--- config.mk ---
export PLATFORM = sky130hd
export DESIGN_NAME = spi_master_tx
export DESIGN_NICKNAME = d
export VERILOG_FILES = /design/src/rtl/spi_master_tx.sv
export SDC_FILE = /design/constraint.sdc
export NUM_CORES = 1
export LEC_CHECK = 0
export CAP_MARGIN = 0
export CELL_PAD_IN_SITES_DETAIL_PLACEMENT = 1
export CELL_PAD_IN_SITES_GLOBAL_PLACEMENT = 1
export CORE_MARGIN = 1
export CORE_UTILIZATION = 44
export DETAILED_ROUTE_END_ITERATION = 8
export PLACE_DENSITY = 0.92
export SYNTH_ARGS = -nofsm -noshare
export SYNTH_HDL_FRONTEND = slang
export SYNTH_SLANG_ARGS = --single-unit
--- constraint.sdc ---
create_clock -name clk -period 5.4 [get_ports clk]
set_input_delay 1.08 -clock clk [delete_from_list [all_inputs] [get_ports clk]]
set_output_delay 1.08 -clock clk [all_outputs]
set_load 0.01 [all_outputs]
--- src/rtl/spi_master_tx.sv ---
// spi_master_tx -- byte-oriented SPI initiator, mode 0 (CPOL=0, CPHA=0),
// MSB first, MOSI only.
//
// Each accepted byte is framed as follows:
//   LOW/HIGH pairs: 8 bits, each half-period lasting CLK_DIV cycles.
//   TRAIL: cs stays low for one more half-period after the last fall.
//   GAP: cs is high for CLK_DIV cycles before the block returns to IDLE.
// A byte is therefore 17*CLK_DIV cycles from accept to the end of TRAIL.
//
// Optional feature: define SPI_MASTER_BURST_EN to accept the next byte on
// the last TRAIL cycle. The new byte then continues the same cs frame and
// GAP is skipped.
//
// Parameters
//   CLK_DIV   clk cycles per sck half-period (2..255), default 8
// Ports
//   clk       system clock, rising edge
//   reset     asynchronous active-high reset
//   in_data   byte to send, sampled only on the accept edge
//   in_valid  a byte is available
//   in_ready  block can accept (accept = in_valid & in_ready at clk rise)
//   cs        chip select, active low, registered
//   sck       serial clock, idles low, registered
//   mosi      serial data, registered
//   busy      high in every state except IDLE
//   done      one-cycle pulse on the last TRAIL cycle of each byte
`timescale 1ns/1ps
`default_nettype none

module spi_master_tx #(
    parameter int CLK_DIV = 8
) (
    input  logic       clk,
    input  logic       reset,
    input  logic [7:0] in_data,
    input  logic       in_valid,
    output logic       in_ready,
    output logic       cs,
    output logic       sck,
    output logic       mosi,
    output logic       busy,
    output logic       done
);

    localparam int DW = $clog2(CLK_DIV);
    localparam logic [DW-1:0] DIV_LAST = DW'(CLK_DIV - 1);
    // One cycle before the last: registered outputs that must be visible
    // on the last cycle of a phase are set here.
    localparam logic [DW-1:0] DIV_PRE  = DW'(CLK_DIV - 2);

    typedef enum logic [2:0] {
        S_IDLE,
        S_LOW,
        S_HIGH,
        S_TRAIL,
        S_GAP
    } state_t;

    state_t          state_reg;
    logic [7:0]      shift_reg;
    logic [2:0]      bit_cnt_reg;
    logic [DW-1:0]   div_reg;
    logic            in_ready_reg;
    logic            cs_reg;
    logic            sck_reg;
    logic            mosi_reg;
    logic            busy_reg;
    logic            done_reg;

    logic            div_last;
    logic            accept;

    assign div_last = (div_reg == DIV_LAST);
    assign accept   = in_valid && in_ready_reg;

    assign in_ready = in_ready_reg;
    assign cs       = cs_reg;
    assign sck      = sck_reg;
    assign mosi     = mosi_reg;
    assign busy     = busy_reg;
    assign done     = done_reg;

    always_ff @(posedge clk or posedge reset) begin
        if (reset) begin
            state_reg    <= S_IDLE;
            shift_reg    <= 8'h00;
            bit_cnt_reg  <= 3'd0;
            div_reg      <= '0;
            in_ready_reg <= 1'b0;
            cs_reg       <= 1'b1;
            sck_reg      <= 1'b0;
            mosi_reg     <= 1'b0;
            busy_reg     <= 1'b0;
            done_reg     <= 1'b0;
        end else begin
            done_reg <= 1'b0;
            case (state_reg)
                S_IDLE: begin
                    div_reg      <= '0;
                    cs_reg       <= 1'b1;
                    sck_reg      <= 1'b0;
                    mosi_reg     <= 1'b0;
                    busy_reg     <= 1'b0;
                    in_ready_reg <= 1'b1;
                    if (accept) begin
                        // MSB goes out together with the cs fall.
                        shift_reg    <= in_data;
                        bit_cnt_reg  <= 3'd0;
                        cs_reg       <= 1'b0;
                        mosi_reg     <= in_data[7];
                        busy_reg     <= 1'b1;
                        in_ready_reg <= 1'b0;
                        state_reg    <= S_LOW;
                    end
                end

                S_LOW: begin
                    if (div_last) begin
                        div_reg   <= '0;
                        sck_reg   <= 1'b1;
                        state_reg <= S_HIGH;
                    end else begin
                        div_reg <= div_reg + DW'(1);
                    end
                end

                S_HIGH: begin
                    if (div_last) begin
                        div_reg <= '0;
                        sck_reg <= 1'b0;
                        if (bit_cnt_reg == 3'd7) begin
                            state_reg <= S_TRAIL;
                        end else begin
                            // MOSI only changes on the sck fall, giving a
                            // full half-period of setup and hold.
                            shift_reg   <= {shift_reg[6:0], 1'b0};
                            mosi_reg    <= shift_reg[6];
                            bit_cnt_reg <= bit_cnt_reg + 3'd1;
                            state_reg   <= S_LOW;
                        end
                    end else begin
                        div_reg <= div_reg + DW'(1);
                    end
                end

                S_TRAIL: begin
                    if (div_last) begin
                        div_reg      <= '0;
                        in_ready_reg <= 1'b0;
`ifdef SPI_MASTER_BURST_EN
                        if (accept) begin
                            // Next byte continues the current cs frame.
                            shift_reg   <= in_data;
                            bit_cnt_reg <= 3'd0;
                            mosi_reg    <= in_data[7];
                            state_reg   <= S_LOW;
                        end else begin
                            cs_reg    <= 1'b1;
                            mosi_reg  <= 1'b0;
                            state_reg <= S_GAP;
                        end
`else
                        cs_reg    <= 1'b1;
                        mosi_reg  <= 1'b0;
                        state_reg <= S_GAP;
`endif
                    end else begin
                        div_reg <= div_reg + DW'(1);
                        if (div_reg == DIV_PRE) begin
                            done_reg <= 1'b1;
`ifdef SPI_MASTER_BURST_EN
                            in_ready_reg <= 1'b1;
`endif
                        end
                    end
                end

                S_GAP: begin
                    if (div_last) begin
                        div_reg      <= '0;
                        busy_reg     <= 1'b0;
                        in_ready_reg <= 1'b1;
                        state_reg    <= S_IDLE;
                    end else begin
                        div_reg <= div_reg + DW'(1);
                    end
                end

                default: begin
                    state_reg <= S_IDLE;
                end
            endcase
        end
    end

endmodule

`default_nettype wire

==> results of run 1 <==
==> area by class of cell <==
type / count / area (µm²)
fillers: 293 / 1130
multi-input cells: 81 / 563
flip-flops and latches: 22 / 552
repair buffers: 16 / 160
well taps: 30 / 37.5
clock inverters: 1 / 30.0
inverters: 8 / 30.0
clock buffers: 3 / 22.5
==> cells by family (layout without fill, tap and decap cells) <==
family	after synthesis	in the layout
compound gates	33	33
xor+xnor	1	1
fa+ha+maj	5	5
buf+inv	17	28
flops	22	22
mux	8	8
simple gates	34	34
==> per-stage QoR <==
stage / setup slack (ps) / power (mW) / instance area (µm²) / hold slack [ps]
finish: 2690 / 0.741 / 1400 / 501
CTS: 2670 / 0.746 / 1400 / 500
detailed placement: 2330 / 0.616 / 1340 / 483
floorplan: 3430 / 0.519 / 1200 / 457
global placement: 2470 / 0.576 / 1340 / 464
global route: 2530 / 0.795 / 1400 / 509
==> how the worst min path moves through the flow <==
stage               slack (ps)  depth (start not counted)           start        endpoint
finish                     500                          1  bit_cnt_reg[0]  bit_cnt_reg[0]
detailed placement         480                          1  bit_cnt_reg[0]  bit_cnt_reg[0]
global placement           460                          1  bit_cnt_reg[0]  bit_cnt_reg[0]
floorplan                  460                          1  bit_cnt_reg[0]  bit_cnt_reg[0]
global route               510                          1  bit_cnt_reg[0]  bit_cnt_reg[0]
CTS                        500                          1  bit_cnt_reg[0]  bit_cnt_reg[0]
==> metal layers <==
layer,vias to the layer above,global-route usage (%)
li1,438,-
met1,443,26.4
met2,22,39.2
met3,9,2.50
met4,0,10.7
met5,-,0
==> cell usage in the layout, fill, tap and decap left out, drive strengths merged <==
master	instances
dfrtp	21
clkdlybuf4s50	16
nor2	13
o21ai	12
a21oi	10
inv	8
nand2	8
mux2i	7
ha	5
nand3	4
o31ai	3
clkbuf	3
a2111oi	2
nor2b	2
nand3b	2
a211oi	2
nand2b	2
or2	1
xnor2	1
a32oi	1
a31oi	1
o211ai	1
nor3	1
nand4	1
o32ai	1
mux2	1
bufinv	1
dfstp	1
==> power by group through the flow <==
| stage | clock network [mW] | logic [mW] | registers [mW] |
|---|---|---|---|
| after global placement | 0 | 0.265 | 0.311 |
| after floorplan | 0 | 0.224 | 0.294 |
| final | 0.128 | 0.293 | 0.320 |
| after CTS | 0.129 | 0.298 | 0.319 |
| after global routing | 0.138 | 0.326 | 0.331 |
| after detailed placement | 0 | 0.293 | 0.323 |
==> impl_metrics.yaml, run 1 <==
run_status:
  status: "finished clean"
setup_path:
  slowest_stage: "a2111oi_4"
  crit_fanout: 20
  cp-start-kind: "input pin"
  cp_num_cells: 5
  rr_endpoint: "shift_reg[6]"
  cpPeakStageDelay_ps: 930
  worstSetupStartpoint: "in_valid"
  crit_top_cell: "a2111oi_4"
  endpoint: "shift_reg[6]"
  cp.required_ps: 5640
  path_cells: "clkdlybuf4s50_1 -> a2111oi_4 -> a2111oi_4 -> nor2_1 -> a21oi_1"
  path_delay_family: "compound AO/OA/AOI/OAI gates"
  cp-end-kind: "flop"
  timing.rr.start: "div_reg[0]"
  arrival_ps: 2950
  critical_path_class: "input pin to flop"
  critPathBufInv: 1
  r2r_slack_ps: 2960
  ff2ff_path_depth: 6
floorplanning:
  initial_core_util_pct: 47.7
  fp.dieH_um: 54.3
  dieWidth_um: 54.3
  dieArea_um2: 2950
  rows: 18
  coreArea_um2: 2520
  pin_count: 17
clocking:
  cts-root-buf: "clkbuf_4"
  cts_resized: 0
  cts_sinks: 22
  cts_hold_buf: 0
  cts_max_level: 1
  cts.clk_slew.worst_paths_ps: 130
  postCtsSetupRepairBufs: 0
  clk_latency_ps: 310
  cts_tree: "done"
  cts_buffer_depth: 2
  numCtsBuffers: 3
sta:
  rsz0062_at_grt: "false"
  clock.fmax_mhz: 369
  finalCritPeriodShare_pct: 50.2
  fin_crit_ps: 2710
  hold_viol_final: 0
  setup_viol: 0
  max-slew-margin-rel_pct: 33.7
  worstMarginPinSlew_ps: 994
  skew_ps: 8.22
  drv_slew: 0
  tns_ps: 0
route:
  drt_iter0_drc: 11
  finalWirelength_um: 2810
  wire_per_inst_um: 17.4
  viasPerCell: 5.66
  maxUsedRoutingLayer: "met4"
  drc: 0
  wl_met2_um: 1480
  antenna_left: 0
  drt_pre_antenna_iters: 4
  vias: 912
  wirelength_met1_um: 1180
  met3WireLength_um: 74
synthesis:
  synthSimpleGateAreaFrac_pct: 14.0
  async_flop_share_pct: 100
  yosysWarnings: 0
  seq_area_frac_synth_pct: 45.9
  synth-compound-area-share_pct: 20.1
  avgSynthCellArea_um2: 10.0
  synth_top_family_by_area: "compound AO/OA/AOI/OAI gates"
  synth_cell_types: 33
  synth_area_um2: 1200
  synth_edf_count: 0
  yosysTopAreaCell: "dfrtp_1"
  synth.cells.most_frequent: "dfrtp_1 (21), nor2_1 (12), o21ai_0 (12), a21oi_1 (8), inv_1 (8)"
  yosys_most_used_dff: "dfrtp_1"
  muxShareOfSynthArea_pct: 6.76
  synth.most_common_cell: "dfrtp_1"
  synth_xor_area_share_pct: 0.728
  synth.area.top_cells: "dfrtp_1 (44%), mux2i_1 (5.8%), ha_1 (5.2%), o21ai_0 (5.0%), a2111oi_4 (4.6%)"
  netlist_instances: 120
  synthAdderAreaFrac_pct: 5.20
  synth_nets: 136
  synth-seq-cells: 22
  synth.top_cell.area_share_pct: 43.7
place:
  gp_routability_congestion: 0.701
  numPortBuffers: 16
  hpwlAfterDp_um: 2100
  dp.cells: 157
flow_run:
  drv_cap: 0
power_and_ir_drop:
  p_seq_share_pct: 43.2
  power_leakage_nw: 0.562
  comb_power_share_pct: 39.5
  switching_share_pct: 39.4
  p_sw_mw: 0.292
  clkPwrFrac_pct: 17.3
  power.density_nw_per_um2: 531
  irDropWorstVdd_v: 0.000264
  internal-power_mw: 0.449
finish:
  final_util_pct: 55.3
  largest_reg_flops: 7
  drive_gt1_share_pct: 10.7
  diodes: 0
  area_growth_pct: 16.0
  stdcell_count: 161
  final_net_count: 148
grt:
  first_global_vias: 951
  grt_max_degree: 23
  antenna_found_initial: 0
  grt_use_total_pct: 22.2
  overflow: 0
  grt_pass1_wl_um: 4460
worst_hold_path:
  hp-class: "flop to flop"
No activity file was read; power rests on OpenSTA's default activity.
==> run 2, diff against run 1 <==
CORE_UTILIZATION = 37   (was 44)
PLACE_DENSITY = 0.84   (was 0.92)
clock period = 2.3 ns   (was 5.4 ns; I/O delays follow)
==> run 2 against run 1 <==
Flip-flop and latch count did not move. First-iteration DRC count is 64% higher. Core utilization down 9.0 points. Cell count up 11%. Critical endpoint is now bit_cnt_reg[1].
==> impl_metrics.yaml, run 2 (synthesis results as in run 1) <==
clocking:
  cts_buffer_depth: 2
  cts_sinks: 22
  cts_tree: "done"
  cts_hold_buf: 0
  cts_max_level: 1
  cts-root-buf: "clkbuf_4"
  cts_resized: 0
  numCtsBuffers: 3
  postCtsSetupRepairBufs: 0
  cts.clk_slew.worst_paths_ps: 130
  clk_latency_ps: 310
place:
  gp_routability_congestion: 0.754
  placed_area_um2: 1390
  hpwlAfterDp_um: 1810
  numPortBuffers: 16
setup_path:
  ff2ff_path_depth: 7
  arrival_ps: 2100
  rr_endpoint: "bit_cnt_reg[1]"
  cp-start-kind: "flop"
  timing.rr.start: "bit_cnt_reg[0]"
  r2r_slack_ps: 430
  cp-end-kind: "flop"
  crit_fanout: 20
  cp.required_ps: 2530
  critical_path_class: "flop to flop"
sta:
  clock.fmax_mhz: 534
  tns_ps: 0
  hold_viol_final: 0
  drv_slew: 0
  worstMarginPinSlew_ps: 584
  skew_ps: 15.1
  max-slew-margin-rel_pct: 61.0
  fin_crit_ps: 1870
  finalCritPeriodShare_pct: 81.5
  setup_viol: 0
  rsz0062_at_grt: "false"
route:
  drt_pre_antenna_iters: 2
  vias: 899
  wire_per_inst_um: 13.6
  finalWirelength_um: 2430
  antenna_left: 0
  drc: 0
  viasPerCell: 5.02
  drt_iter0_drc: 18
grt:
  overflow: 0
  first_global_vias: 935
  grt_max_degree: 23
  grt_pass1_wl_um: 4060
  antenna_found_initial: 0
  grt_use_total_pct: 15.7
finish:
  fin_area_um2: 1430
  largest_reg_flops: 7
  final_common_cell: "dfrtp_1"
  area_growth_pct: 18.6
  most-common-layout-cells: "dfrtp_1 (21), clkdlybuf4s50_1 (16), nor2_1 (12), o21ai_0 (12)"
  diodes: 0
  nFillCells: 358
  final_net_count: 152
  drive_gt1_share_pct: 13.3
floorplanning:
  dieArea_um2: 3480
  pin_count: 17
  dieWidth_um: 59.0
  coreArea_um2: 3080
  fp.dieH_um: 59.0
  rows: 20
  initial_core_util_pct: 39.1
flow_run:
  drv_cap: 0
worst_hold_path:
  hp-class: "input pin to async pin"
power_and_ir_drop:
  power.density_nw_per_um2: 1140
  irDropWorstVdd_v: 0.000373
  power_leakage_nw: 0.576
run_status:
  status: "finished clean"
## run 2: cell types whose count changed in the layout (fill, tap and decap cells not counted), sizes merged
cell    delta
buf        +4
bufinv     -1
clkbuf     +1
## run 2: per-stage QoR
| stage | utilization (%) | hold slack (ps) | total power, mW | instances | worst slack (ps) |
|---|---|---|---|---|---|
| after floorplan | - | 448 | 1.22 | 120 | 616 |
| after global placement | 45.2 | 470 | 1.38 | 175 | 338 |
| after detailed placement | 45.2 | 478 | 1.43 | 175 | 287 |
| after CTS | 46.3 | 464 | 1.66 | 179 | 392 |
| after global routing | 46.3 | 497 | 1.78 | 179 | 315 |
| final | 46.3 | 467 | 1.63 | 179 | 426 |
## run 2: how the worst max path moves through the flow
stage	to	startpoint
5_1_grt	shift_reg[4]	bit_cnt_reg[0]
6_report	bit_cnt_reg[1]	bit_cnt_reg[0]
3_3_place_gp	shift_reg[0]	in_valid
4_1_cts	bit_cnt_reg[1]	bit_cnt_reg[0]
3_5_place_dp	bit_cnt_reg[1]	in_valid
2_1_floorplan	bit_cnt_reg[1]	bit_cnt_reg[0]
## run 2: metal layers
metal / up-vias / routed length, µm / GRT usage, %
met5: - / 0 / 0
met3: 2 / 58 / 1.97
li1: 450 / - / -
met2: 13 / 1310 / 28.9
met4: 0 / 13 / 7.48
met1: 434 / 1050 / 17.9
## run 2: power breakdown
| part | switching (mW) | internal (mW) | total (mW) | leakage [nW] |
|---|---|---|---|---|
| Clock | 0.119 | 0.0966 | 0.216 | 0.0210 |
| Sequential | 0.170 | 0.556 | 0.726 | 0.266 |
| Combinational | 0.351 | 0.337 | 0.688 | 0.289 |
## run 2: layout make-up
class | count | area [µm²] | area share, %
inverter | 8 | 30.0 | 2.11
tap | 44 | 55.1 | 3.86
timing repair buffer | 20 | 190 | 13.3
multi-input combinational | 81 | 563 | 39.5
clock buffer | 4 | 36.3 | 2.54
sequential | 22 | 552 | 38.7
## run 2: worst max-delay path, stage by stage, from the launching register on
cell and delay, ps:
dfrtp_1 410, ha_1 210, ha_1 180, nand2b_1 180, a2111oi_4 350, buf_4 280
nand3_1 90, o21ai_0 100
